`src/rtl/pdm_dac.sv`:
```
// First-order delta-sigma DAC: codes arrive over valid/ready, are applied on
// fixed frame boundaries, and drive a registered 1-bit pulse-density output.
module pdm_dac #(
   parameter int unsigned p_bit_cnt   = 8,
   parameter int unsigned p_frame_len = 256
) (
   input  logic                 i_clk,
   input  logic                 i_reset,
   input  logic                 i_enable,
   input  logic [p_bit_cnt-1:0] i_data,
   input  logic                 i_valid,
   output logic                 o_ready,
   output logic [p_bit_cnt-1:0] o_code,
   output logic                 o_frame,
   output logic                 o_underrun,
   output logic                 o_dac
);

   localparam int unsigned cnt_w = (p_frame_len > 1) ? $clog2(p_frame_len) : 1;
   localparam logic [cnt_w-1:0] cnt_last = cnt_w'(p_frame_len - 1);

   logic [p_bit_cnt-1:0] pending;
   logic                 pending_empty;
   logic [p_bit_cnt-1:0] r_code;
   logic [p_bit_cnt-1:0] acc;
   logic [cnt_w-1:0]     cnt;
   logic                 dac;
   logic                 frame;
   logic                 underrun;

   logic                 accept;
   logic                 cnt_wrap;
   logic                 boundary;
   logic [p_bit_cnt:0]   acc_sum;

   assign accept   = i_valid & pending_empty;
   assign cnt_wrap = (cnt == cnt_last);
   assign boundary = i_enable & cnt_wrap;
   assign acc_sum  = {1'b0, acc} + {1'b0, r_code};

   // One-entry input buffer; words only reach r_code on a frame boundary.
   always_ff @(posedge i_clk) begin
      if (i_reset) begin
         pending       <= '0;
         pending_empty <= 1'b1;
         r_code        <= '0;
      end else if (boundary && !pending_empty) begin
         r_code        <= pending;
         pending_empty <= 1'b1;
      end else if (accept) begin
         pending       <= i_data;
         pending_empty <= 1'b0;
      end
   end

   // Modulator and frame counter; accumulator carries across frames.
   always_ff @(posedge i_clk) begin
      if (i_reset) begin
         acc      <= '0;
         cnt      <= '0;
         dac      <= 1'b0;
         frame    <= 1'b0;
         underrun <= 1'b0;
      end else if (i_enable) begin
         acc      <= acc_sum[p_bit_cnt-1:0];
         dac      <= acc_sum[p_bit_cnt];
         cnt      <= cnt_wrap ? '0 : cnt + cnt_w'(1);
         frame    <= cnt_wrap;
         underrun <= cnt_wrap & pending_empty;
      end else begin
         dac      <= 1'b0;
         frame    <= 1'b0;
         underrun <= 1'b0;
      end
   end

   assign o_ready    = pending_empty;
   assign o_code     = r_code;
   assign o_frame    = frame;
   assign o_underrun = underrun;
   assign o_dac      = dac;

endmodule

```
`config.mk`:
```
export PLATFORM = sky130hd
export DESIGN_NAME = pdm_dac
export DESIGN_NICKNAME = d
export VERILOG_FILES = /design/src/rtl/pdm_dac.sv
export SDC_FILE = /design/constraint.sdc
export NUM_CORES = 1
export LEC_CHECK = 0
export BUFFER_PORTS_ARGS = -buffer_cell sky130_fd_sc_hd__buf_2
export CAP_MARGIN = 20
export CORE_UTILIZATION = 55
export CTS_CLUSTER_DIAMETER = 30
export DETAILED_ROUTE_END_ITERATION = 12
export PLACE_DENSITY = 0.76
export SLEW_MARGIN = 20
export SYNTH_ARGS = -nofsm -noshare
export SYNTH_HDL_FRONTEND = slang
export SYNTH_SLANG_ARGS = --single-unit
```
`constraint.sdc`:
```
create_clock -name i_clk -period 2.2 [get_ports i_clk]
set_input_delay 0 -clock i_clk [delete_from_list [all_inputs] [get_ports i_clk]]
set_output_delay 0 -clock i_clk [all_outputs]
set_load 0.01 [all_outputs]
```
==> summary.txt <==
Outcome
  • Status: finished clean

STA
  • Pins over their slew limit: 0
  • Minimum clock period: 2.019 ns
  • Layout Skew: 0.007340 ns
  • Peak Freq: 495.2 MHz
  • RSZ-0062 raised after global routing: no
  • Final setup margin: 0.1805 ns
  • Worst slew pin tran: 0.6129 ns
  • Setup TNS: 0 ns
  • Final Cycle Share: 91.79%
  • Final setup violation count: 0
  • Slew HR: 59.14%
  • Final Hold Vio Count: 0

Pwr
  • Peak VDD IR: 0.5742 mV
  • Power Dens Cells: 644.9 nW/um^2
  • Comb pwr share: 6.7%
  • Clock power frac: 40.6%
  • Int Pwr: 1.012 mW
  • NetSw: 0.2770 mW
  • Sw Share: 21.50%
  • P_leak: 0.8406 nW
  • Sequential share of power: 52.7%

Setup path
  • Critical Path RT: 2.41 ns
  • Crit path max fanout: 3
  • Setup crit end kind: flip-flop
  • Worst EP arrival: 2.23 ns
  • Setup crit start kind: flip-flop
  • Critical path type: reg -> reg

Floorplan
  • Core area: 2781 um^2
  • I/O pin count: 24
  • Starting Density: 58.84%
  • Die width: 56.55 um
  • Die area: 3198 um^2
  • Die height: 56.55 um
  • Rows: 19

Synthesis
  • FFs w/ async S/R, synth: 0%
  • Synth Register Bits: 36
  • Unique masters post-synth: 38
  • Register area share after synthesis: 44.04%
  • Synthesized area: 1637 um^2
  • Top area cells in the synthesized netlist: dfxtp_1 44%, ha_1 6.9%, mux2i_1 6.7%
  • Syn. warnings: 0
  • Cell count after synthesis: 182
  • Post-synth top area cell: dfxtp_1
  • Synth Area per Inst: 8.992 um^2
  • Top cell type's share of synthesized area: 44.04%
  • EDFF count, synth: 0
  • Top_reg_cell synth: dfxtp_1
  • Syn nets: 204

Clocking
  • CTS H-tree depth: 2
  • CTS Buf Count: 5
  • CTS tree: done
  • Max Root-Sink Buffers: 2
  • Cts repair resizes: 0
  • CTS root buffer: clkbuf_4
  • Post-CTS setup buffer count: 0
  • CTS sink count: 36
  • Reg clk slew, reported paths: 0.11 ns
  • Clock Latency Late Sink: 0.34 ns

GRT
  • First-pass GRT wire length: 5782 um
  • Vias in the first global route: 1314
  • Largest net degree at the start of global routing: 38
  • Total Routing Usage GR: 23.53%
  • Initial antenna violation count: 0
  • GR Overflow Total: 0

Routing
  • Final ANT Viol Nets: 0
  • Vias per cell: 5.652
  • Top layer in use: met4
  • Final WL: 3455 um
  • Initial drt markers: 41
  • DR vias: 1413
  • Met2 WL: 1688 um
  • Number of remaining DRC errors: 0
  • Per-cell routed wire length: 13.82 um
  • DRT Pass-1 Iters: 5
  • Met1 WL: 1562 um
  • Met3 WL post-DR: 164 um

Place
  • Quantity of I/O buffers inserted on ports: 23
  • Pre-CTS setup slack: 0.2029 ns
  • Gp weighted congestion: 0.7951
  • Final HPWL DP: 2197 um

Final layout
  • Area Growth Syn to Fin: 22.09%
  • N_diodes: 0
  • Filler cells: 200
  • # nets final: 240
  • Layout cells sized above 1: 16.44%

Worst hold path
  • Worst min path class: in -> reg

Flow run
  • Max_cap viols: 0
## path summary, 6_finish.rpt
check,end,cells after the start,slack [ns],from
worst min register to register,pending[5],2,0.46,pending[5]
worst max register to register,acc[6],6,0.18,o_code[0]
worst max-delay path,acc[6],6,0.18,o_code[0]
worst min-delay path,acc[3],3,0.14,i_enable
## registers in the layout, indices dropped and copies added (netlist names)
signal      count
o_underrun      1
cnt             8
o_frame         1
o_dac           1
acc             8
o_ready         1
o_code          8
pending         8
## layer usage
metal,up-vias,global-route usage [%]
li1,711,-
met1,649,28.30
met2,47,38.99
met3,6,8.065
met4,0,8.014
met5,-,0
## cells in the mapped netlist, types with 2 or more instances
master and number:
clkbuf_1 4, mux2i_1 11, a21oi_1 14, a211oi_1 4, ha_1 9, dfxtp_1 36
xor2_1 3, o21ai_0 8, inv_1 4, nand2_1 16, nand2b_1 2, buf_2 3
nand3_1 12, nor3b_1 3, a211o_1 2, xnor2_1 5, nand4_1 2, nor2_1 24
## placed cells by master (no fill, tap or decap), types with 8 or more instances in the layout
cell type / netlist / layout
dfxtp_1: 36 / 36
dlygate4sd3_1: 0 / 14
mux2i_1: 11 / 11
o21ai_0: 8 / 8
a21oi_1: 14 / 14
nand3_1: 12 / 12
nand2_1: 16 / 16
ha_1: 9 / 9
nor2_1: 24 / 24
buf_2: 3 / 23
## final cells by class
class	count	area, um^2	share of cell area [%]
Multi-Input combinational cell	133	865.8	43.33
Sequential cell	36	720.7	36.07
Timing Repair Buffer	38	262.8	13.15
Clock buffer	7	65.06	3.256
Tap cell	31	38.79	1.941
Clock inverter	1	30.03	1.503
Inverter	4	15.01	0.7514
## critical path: stages (launching register included)
cell and delay, ns:
dfxtp_1 0.34, ha_1 0.23, fa_1 0.43, a211oi_1 0.39, o21bai_1 0.14, a211oi_1 0.24, o32ai_1 0.13
## power groups by stage
stage                     logic [mW]  clock network [mW]  registers [mW]
after floorplan               0.0504                   0           0.689
after global placement        0.0625                   0           0.692
after detailed placement      0.0652                   0           0.693
after CTS                     0.0840               0.532           0.679
after global routing          0.0956               0.565           0.682
final                         0.0862               0.523           0.679
## repair_timing
action	4_1_cts	5_1_grt
endpoints found under the setup margin	0	0
hold buffers	14	0
endpoints found under the hold margin	9	0
## logic make-up (layout without fill, tap and decap cells)
| logic type | after synthesis | count (layout) | share of synthesized area, % |
|---|---|---|---|
| and+or+nand+nor | 66 | 66 | 18.66 |
| AOI/OAI and AO/OA | 38 | 38 | 14.76 |
| DFF | 36 | 36 | 44.04 |
| buffers and inverters | 13 | 50 | 3.440 |
| muxes | 11 | 11 | 6.728 |
| adders and majority gates | 10 | 10 | 8.104 |
| xor gates and xnor gates | 8 | 8 | 4.282 |
## per-stage QoR
| stage | hold slack [ns] | area (um^2) | total power [mW] | util [%] | instances |
|---|---|---|---|---|---|
| 3_3_place_gp | 0.2680 | 1763 | 0.7548 | 63.38 | 228 |
| 6_report | 0.1443 | 1998 | 1.289 | 71.84 | 250 |
| 3_5_place_dp | 0.2769 | 1763 | 0.7586 | 63.38 | 228 |
| 4_1_cts | 0.1142 | 1998 | 1.294 | 71.84 | 250 |
| 5_1_grt | 0.1332 | 1998 | 1.342 | 71.84 | 250 |
| 2_1_floorplan | 0.1632 | 1637 | 0.7392 | - | 182 |
No activity file was read; power rests on OpenSTA's default activity.
